`src/rtl/id_run_logger_if.sv`:
```
`default_nettype none
// ==========================================================================
// id_run_logger_if : run-record drain port (valid/ready), rec_ts with ID_LOG_TIMESTAMP_EN
// Rev 1.0
// ==========================================================================
interface id_run_logger_if #(
  parameter int LEN_W = 8
);
  logic             rec_valid;
  logic             rec_ready;
  logic [LEN_W-1:0] rec_len;
  logic [7:0]       rec_char;
`ifdef ID_LOG_TIMESTAMP_EN
  logic [15:0]      rec_ts;

  modport master (output rec_valid, rec_len, rec_char, rec_ts, input rec_ready);
  modport slave  (input rec_valid, rec_len, rec_char, rec_ts, output rec_ready);
`else
  modport master (output rec_valid, rec_len, rec_char, input rec_ready);
  modport slave  (input rec_valid, rec_len, rec_char, output rec_ready);
`endif
endinterface
`default_nettype wire

```
`src/rtl/id_run_logger.sv`:
```
`default_nettype none
// ==========================================================================
// id_run_logger : logs lengths of match=1 runs into a FIFO; ID_LOG_TIMESTAMP_EN adds rec_ts
// Rev 1.0
// ==========================================================================
module id_run_logger #(
  parameter int DEPTH = 4,
  parameter int LEN_W = 8
) (
  input  wire logic                     clk,
  input  wire logic                     rst_n,
  input  wire logic [7:0]               char,
  input  wire logic                     match,
  input  wire logic                     clear,
  id_run_logger_if.master               rec,
  output logic [$clog2(DEPTH):0]        fifo_cnt,
  output logic [LEN_W-1:0]              total_runs,
  output logic                          overflow
);
  localparam int AW = $clog2(DEPTH);
  localparam logic [AW:0] FULL_CNT = (AW+1)'(DEPTH);

  typedef enum logic [0:0] {
    IDLE = 1'b0,
    RUN  = 1'b1
  } state_t;

  state_t           state;
  logic [LEN_W-1:0] run_len;
  logic [7:0]       last_char;
  logic [AW-1:0]    wr_ptr;
  logic [AW-1:0]    rd_ptr;
  logic [AW:0]      count;

  logic [LEN_W-1:0] mem_len  [DEPTH];
  logic [7:0]       mem_char [DEPTH];

  logic push;
  logic pop;
  logic full;
  logic push_ok;

  assign push    = (state == RUN) && !match;
  assign pop     = (count != '0) && rec.rec_ready;
  assign full    = (count == FULL_CNT);
  // A pop in the same cycle frees the slot a full FIFO needs for the push.
  assign push_ok = push && (!full || pop);

`ifdef ID_LOG_TIMESTAMP_EN
  logic [15:0] ts_cnt;
  logic [15:0] mem_ts [DEPTH];

  always_ff @(posedge clk or negedge rst_n) begin
    if (!rst_n) begin
      ts_cnt <= '0;
    end else if (clear) begin
      ts_cnt <= '0;
    end else begin
      ts_cnt <= ts_cnt + 16'd1;
    end
  end

  always_ff @(posedge clk) begin
    if (push_ok) begin
      mem_ts[wr_ptr] <= ts_cnt;
    end
  end

  assign rec.rec_ts = rec.rec_valid ? mem_ts[rd_ptr] : '0;
`endif

  always_ff @(posedge clk) begin
    if (push_ok) begin
      mem_len[wr_ptr]  <= run_len;
      mem_char[wr_ptr] <= last_char;
    end
  end

  always_ff @(posedge clk or negedge rst_n) begin
    if (!rst_n) begin
      state      <= IDLE;
      run_len    <= '0;
      last_char  <= '0;
      wr_ptr     <= '0;
      rd_ptr     <= '0;
      count      <= '0;
      total_runs <= '0;
      overflow   <= 1'b0;
    end else if (clear) begin
      state      <= IDLE;
      run_len    <= '0;
      last_char  <= '0;
      wr_ptr     <= '0;
      rd_ptr     <= '0;
      count      <= '0;
      total_runs <= '0;
      overflow   <= 1'b0;
    end else begin
      case (state)
        IDLE: begin
          if (match) begin
            state     <= RUN;
            run_len   <= LEN_W'(1);
            last_char <= char;
          end
        end
        RUN: begin
          if (match) begin
            if (run_len != '1) begin
              run_len <= run_len + LEN_W'(1);
            end
            last_char <= char;
          end else begin
            state   <= IDLE;
            run_len <= '0;
          end
        end
        default: state <= IDLE;
      endcase

      if (pop) begin
        rd_ptr <= rd_ptr + AW'(1);
      end
      if (push_ok) begin
        wr_ptr <= wr_ptr + AW'(1);
        if (total_runs != '1) begin
          total_runs <= total_runs + LEN_W'(1);
        end
      end
      if (push && !push_ok) begin
        overflow <= 1'b1;
      end
      count <= count + {{AW{1'b0}}, push_ok} - {{AW{1'b0}}, pop};
    end
  end

  assign fifo_cnt      = count;
  assign rec.rec_valid = (count != '0);
  assign rec.rec_len   = rec.rec_valid ? mem_len[rd_ptr]  : '0;
  assign rec.rec_char  = rec.rec_valid ? mem_char[rd_ptr] : '0;

endmodule
`default_nettype wire
```
`src/flat_wrapper.sv`:
```
// flat-port wrapper written by rule: the top's interface ports become plain ports
module id_run_logger_flat 
#(
  parameter int DEPTH = 4,
  parameter int LEN_W = 8
)
  (clk, rst_n, char, match, clear, fifo_cnt, total_runs, overflow, rec_rec_valid, rec_rec_len, rec_rec_char, rec_rec_ready);
  id_run_logger_if #(.LEN_W(LEN_W)) rec_i ();
  input  wire logic clk;
  input  wire logic rst_n;
  input  wire logic [7:0] char;
  input  wire logic match;
  input  wire logic clear;
  output logic [$clog2(DEPTH):0] fifo_cnt;
  output logic [LEN_W-1:0] total_runs;
  output logic overflow;
  output wire logic [$bits(rec_i.rec_valid)-1:0] rec_rec_valid;
  output wire logic [$bits(rec_i.rec_len)-1:0] rec_rec_len;
  output wire logic [$bits(rec_i.rec_char)-1:0] rec_rec_char;
  input wire logic [$bits(rec_i.rec_ready)-1:0] rec_rec_ready;
  assign rec_rec_valid = rec_i.rec_valid;
  assign rec_rec_len = rec_i.rec_len;
  assign rec_rec_char = rec_i.rec_char;
  assign rec_i.rec_ready = rec_rec_ready;
  id_run_logger #(.DEPTH(DEPTH), .LEN_W(LEN_W)) u_core (.clk(clk), .rst_n(rst_n), .char(char), .match(match), .clear(clear), .rec(rec_i), .fifo_cnt(fifo_cnt), .total_runs(total_runs), .overflow(overflow));
endmodule
```
`config.mk`:
```
export PLATFORM = sky130hd
export DESIGN_NAME = id_run_logger_flat
export DESIGN_NICKNAME = d
export VERILOG_FILES = /design/src/rtl/id_run_logger_if.sv /design/src/rtl/id_run_logger.sv /design/src/flat_wrapper.sv
export SDC_FILE = /design/constraint.sdc
export NUM_CORES = 1
export LEC_CHECK = 0
export CORE_ASPECT_RATIO = 0.6
export CORE_MARGIN = 2
export CORE_UTILIZATION = 35
export DETAILED_ROUTE_END_ITERATION = 10
export GPL_TIMING_DRIVEN = 0
export SLEW_MARGIN = 40
export SYNTH_ARGS = -nofsm -noshare
export SYNTH_HDL_FRONTEND = slang
export SYNTH_SLANG_ARGS = --single-unit
```
`constraint.sdc`:
```
create_clock -name clk -period 4.4 [get_ports clk]
set_input_delay 0.44 -clock clk [delete_from_list [all_inputs] [get_ports clk]]
set_output_delay 0.44 -clock clk [all_outputs]
set_load 0.02 [all_outputs]
```
=== Yosys cells after proc, flatten, opt, wreduce, memory -nomap -nowiden ===
Memories as Yosys holds them, arrays and structs flattened.
Index checks and enable logic that the tools add are counted.

* Bits in registers: 33
* RAM bits: 64
* Input port bits: 13
* Output and inout port bits: 29
* Logic and storage cells: 61
* Memories kept: 2

{| class="wikitable"
|+ Memory list
! name !! depth !! bits a word !! read ports !! clocked after Yosys merged registers in !! write ports !! line !! RTL
|-
| u_core.mem_char || 4 || 8 || 1 || 0 || 1 || id_run_logger.sv:36 || <nowiki>logic [7:0] mem_char [DEPTH];</nowiki>
|-
| u_core.mem_len || 4 || 8 || 1 || 0 || 1 || id_run_logger.sv:35 || <nowiki>logic [LEN_W-1:0] mem_len [DEPTH];</nowiki>
|}

* Add/subtract/negate cells: 6
* Eq/ne operators: 5
* Multiplexer cells: 23
* Bitwise logic cells: 1
* Reductions and logical operators: 16

{| class="wikitable"
|+ Operator list
! operator !! number
|-
| two-way mux 8 bit || 11
|-
| adder 8 x 1 -> 8 bit (second input constant) || 2
|-
| != test 8 bit (second input constant) || 2
|-
| case mux 8 bit (2 select lines) || 1
|-
| nonzero test 2 bit || 5
|-
| two-way mux 2 bit || 4
|-
| two-way mux 1 bit || 6
|-
| adder 2 x 1 -> 2 bit (second input constant) || 2
|-
| logical AND 1 bit || 4
|-
| != test 4 bit (second input constant) || 1
|-
| AND reduction 2 bit || 2
|-
| adder 3 x 1 -> 3 bit || 1
|-
| == test 3 bit (second input constant) || 1
|-
| logical NOT 1 bit || 3
|-
| two-way mux 3 bit || 1
|-
| != test 3 bit (second input constant) || 1
|-
| nonzero test 3 bit || 1
|-
| subtractor 3 x 1 -> 3 bit || 1
|-
| logical OR 1 bit || 1
|-
| inverter 1 bit || 1
|}

=== Logic depth before layout (Yosys ltp) ===
* Depth after elaboration: 8
* Depth in mapped cells: 11
* Gate-level depth less buffers: 9

=== Worst setup path after synthesis ===
OpenSTA, ideal clock, no wires.

* Kind: register to register
* Start point: register u_core.count[2] (netlist: u_core.fifo_cnt[2])
* End point: register u_core.count[2] (netlist: u_core.fifo_cnt[2])
* Arrival time: 2.221 ns
* Data required time: 4.268 ns
* Setup slack: 2.047 ns
* Cell stages (with the launch flop): 11
* Path buffers: 1
* Clock period less this slack: 2.353 ns
* Cell sequence: dfrtp_1 > or3_1 > clkbuf_1 > and2_1 > ha_1 > inv_1 > ha_1 > inv_1 > fa_1 > xnor2_1 > nor2_1

* Cells in the longest elaborated chain, start to end: 7

{| class="wikitable"
|+ Ends and longest elaborated chain
! element !! line !! RTL
|-
| start, declared || id_run_logger.sv:33 || <nowiki>logic [AW:0] count;</nowiki>
|-
| start signal, assigned || id_run_logger.sv:133 || <nowiki>count <= count + {{AW{1'b0}}, push_ok} - {{AW{1'b0}}, pop};</nowiki>
|-
| == test 3 bit / nonzero test 3 bit (equally long branches) || id_run_logger.sv:45, id_run_logger.sv:44 ||
|-
| logical NOT 1 bit / logical AND 1 bit (equally long branches) || id_run_logger.sv:47, id_run_logger.sv:44 ||
|-
| logical OR 1 bit || id_run_logger.sv:47 || <nowiki>assign push_ok = push && (!full || pop);</nowiki>
|-
| logical AND 1 bit || id_run_logger.sv:47 ||
|-
| adder 3 x 1 -> 3 bit || id_run_logger.sv:133 ||
|-
| subtractor 3 x 1 -> 3 bit (*) || id_run_logger.sv:133 ||
|-
| two-way mux 3 bit (*) || id_run_logger.sv:89 || <nowiki>end else if (clear) begin</nowiki>
|}

Mark *: on every way between the ends. The rest lies on a longest branch, timed or not.
A chain may end at the register's enable or synchronous reset.

=== Worst setup path after layout ===
* Start point: register u_core.rd_ptr[1]
* End point: output port rec_rec_len[2]

* Cells in the longest elaborated chain, start to end: 2

{| class="wikitable"
|+ Ends and longest elaborated chain
! element !! line !! RTL
|-
| start, declared || id_run_logger.sv:32 || <nowiki>logic [AW-1:0] rd_ptr;</nowiki>
|-
| start signal, assigned || id_run_logger.sv:122 || <nowiki>rd_ptr <= rd_ptr + AW'(1);</nowiki>
|-
| memory read (4 x 8 bit) || -- ||
|-
| two-way mux 8 bit || id_run_logger.sv:139 || <nowiki>assign rec.rec_len = rec.rec_valid ? mem_len[rd_ptr] : '0;</nowiki>
|-
| end, declared || flat_wrapper.sv:18 || <nowiki>output wire logic [$bits(rec_i.rec_len)-1:0] rec_rec_len;</nowiki>
|}

Every way passes these cells.

==> impl_metrics.yaml <==
placed_design:
  dp_hpwl_um: 5740
  dp_cells: 484
  dp_worst_setup_slack_ps: 1480
  port_buffers: 39
  gp_congestion: 0.819
power:
  worst_ir_drop_vdd_mv: 0.200
  clockPowerShare: 0.303
  comb_power_share: 0.280
  power_switching_uw: 723
  leakagePower_nw: 1.88
  switching_share: 0.292
  power_density_mw_per_mm2: 485
  p_seq_frac: 0.416
  cellInternalPower_mw: 1.75
final_layout:
  nets: 358
  diodes: 0
  syn2layout_area_growth_pct: 22.1
  register_area_mm2: 0.00275
  stdcell_count: 501
  drive_gt1_frac: 0.144
  multi_input_area_mm2: 0.00134
  num-fill-cells: 1058
synthesis:
  ys_types: 43
  yosys_warnings: 0
  synthCells: 284
  ys.flop_type: "edfxtp_1"
  yosysTopAreaCellShare: 0.459
  netlist.top_cell.by_area: "edfxtp_1"
  syn_area_mm2: 0.00419
  synth_seq_area_share: 0.656
  synthTopCellsByArea: "edfxtp_1, dfrtp_1, mux4_2"
  ys_ff_latch: 97
  synthArstFlopShare: 0.340
  synth_edf_count: 64
  syn_area_per_cell_um2: 14.7
  synth_fp_nets: 306
floorplan:
  ios: 42
  row_count: 30
  die-height_um: 88.7
  start_util: 0.364
  die_x_um: 145
  die_area_mm2: 0.0129
  fp.coreArea_mm2: 0.0115
clock_tree:
  clock_latency_ps: 340
  numCtsBuffers: 9
  cts.path.max_buffers: 2
  cts-resized-gates: 0
  holdBufCountCts: 1
  clock-sinks: 97
  postCtsSetupBuffers: 0
  clk_pin_slew_ps: 70
  cts_tree: "done"
  root_buffer: "clkbuf_16"
  cts_max_level: 3
routing:
  drtAntennaViolNets: 0
  vias: 2471
  drt_first_iter_violations: 168
  first_pass_iters: 4
  routed_via_density: 4.93
  drcViolationCount: 0
  wl_per_cell_um: 17.0
  wl_um: 8510
timing:
  timing.hold.ws_ps: 411
  worst_slew_pin_slew_ps: 687
  worst_slack_ps: 1170
  skew_ps: 5.00
  rsz0062_at_grt: "no"
  setup_viol: 0
  hold_violations: 0
  min_period_ps: 3230
  maxSlewHeadroom: 0.542
  timing.final.crit_share: 0.734
  tns_ps: 0
  maxSlewViolCount: 0
  fmax_mhz: 310
setup_path:
  crit_arrival_ps: 2790
  cp.required_ps: 3960
  cp-start-kind: "register"
  critPathKind: "register to primary output"
  endpoint_kind: "primary output"
  critical_path.max_fanout: 10
global_routing:
  antenna_found_initial: 0
  track_usage: 0.146
  overflow: 0
  grt_max_degree: 22
  grt_pass1_wl_um: 14100
  grt_pass1_vias: 2597
run_status:
  status: "complete, no violations"
flow_run:
  maxCapViolCount: 0
min_path:
  hp-class: "primary input to register"
==> area by class of cell <==
| cell class | instances | area share |
|---|---|---|
| plain buffers | 16 | 0.0159 |
| clock buffers | 10 | 0.0468 |
| clock inverters | 6 | 0.00979 |
| inverters | 9 | 0.00661 |
| multi-input cells | 162 | 0.261 |
| flip-flops and latches | 97 | 0.538 |
| well taps | 160 | 0.0392 |
| repair buffers | 41 | 0.0828 |
==> worst max-delay path, cell delays in order, from the launching register on <==
cell and delay, ps:
dfrtp_1 320, clkbuf_1 410, buf_1 590, mux4_2 430, and2_1 170, clkdlybuf4s50_1 530
==> state kept, by name, summed over array words and instances, names as in the netlist <==
signal,cells
u_core.fifo_cnt,3
u_core.last_char,8
u_core.mem_char,32
u_core.mem_len,32
u_core.overflow,1
u_core.rd_ptr,2
u_core.run_len,8
u_core.state,1
u_core.total_runs,8
u_core.wr_ptr,2
==> cell usage in the layout (no fill, tap or decap), drive strengths merged, types with 3 or more instances in the layout <==
| cell | n |
|---|---|
| nand3 | 7 |
| and2 | 23 |
| xnor2 | 4 |
| a21oi | 10 |
| inv | 11 |
| and3 | 3 |
| nand2 | 16 |
| clkdlybuf4s50 | 38 |
| dfrtp | 33 |
| a31oi | 5 |
| nor2 | 19 |
| buf | 9 |
| clkbuf | 19 |
| mux4 | 16 |
| ha | 8 |
| xor2 | 4 |
| mux2i | 9 |
| nand4 | 3 |
| edfxtp | 64 |
| nor3 | 3 |
| o21ai | 3 |
==> logic make-up after synthesis <==
family          Yosys count  share of synthesized area
flops                    97                      0.656
simple gates             90                      0.117
compound gates           29                     0.0439
mux                      26                      0.110
buf+inv                  25                     0.0272
fa+ha+maj                 9                     0.0287
xor+xnor                  8                     0.0167
==> through the flow <==
step / cell area, um^2 / utilization / power (mW)
after floorplan: 4190 / - / 1.47
after global routing: 5110 / 0.445 / 2.59
after CTS: 5100 / 0.444 / 2.51
final: 5110 / 0.445 / 2.48
after detailed placement: 4800 / 0.418 / 1.76
after global placement: 4780 / 0.416 / 1.74
==> Yosys cell counts, types with 3 or more instances <==
cell      number
xnor2_1        4
clkbuf_1       9
o21ai_0        3
and2_1        23
edfxtp_1      64
nand4_1        3
a21oi_1       10
inv_1          9
a31oi_1        5
buf_2          4
mux4_2        16
ha_1           8
nand3_1        7
dfrtp_1       33
nor2_1        19
nand2_1       16
and3_1         3
nor3_1         3
mux2i_1        9
xor2_1         4
==> worst paths after layout <==
path	startpoint	endpoint	depth (start not counted)	slack, ps
worst max-delay path	u_core.rd_ptr[1]$_DFFE_PN0P_	rec_rec_len[2]	5	1170
worst max register to register	u_core.fifo_cnt[2]$_DFF_PN0_	u_core.fifo_cnt[2]$_DFF_PN0_	10	1800
worst min-delay path	match	u_core.state$_DFF_PN0_	3	410
min in group asynchronous	rst_n	u_core.total_runs[1]$_DFFE_PN0P_	2	540
max in group asynchronous	rst_n	u_core.run_len[4]$_DFFE_PN0P_	3	3420
worst min register to register	u_core.overflow$_DFFE_PN0P_	u_core.overflow$_DFFE_PN0P_	2	520
==> per-layer routing <==
metal / GRT usage / routed length, um / vias to the layer above
li1: - / - / 1166
met1: 0.213 / 4300 / 1239
met2: 0.218 / 3780 / 59
met3: 0.0397 / 367 / 7
met4: 0.0401 / 60 / 0
met5: 0 / 0 / -
==> power by group through the flow <==
| stage | logic, mW | registers [mW] | clock network (mW) |
|---|---|---|---|
| floorplan | 0.413 | 1.06 | 0 |
| global placement | 0.693 | 1.05 | 0 |
| detailed placement | 0.705 | 1.05 | 0 |
| CTS | 0.709 | 1.03 | 0.771 |
| global route | 0.751 | 1.04 | 0.807 |
| finish | 0.695 | 1.03 | 0.751 |
(Power assumes the default switching activity.)
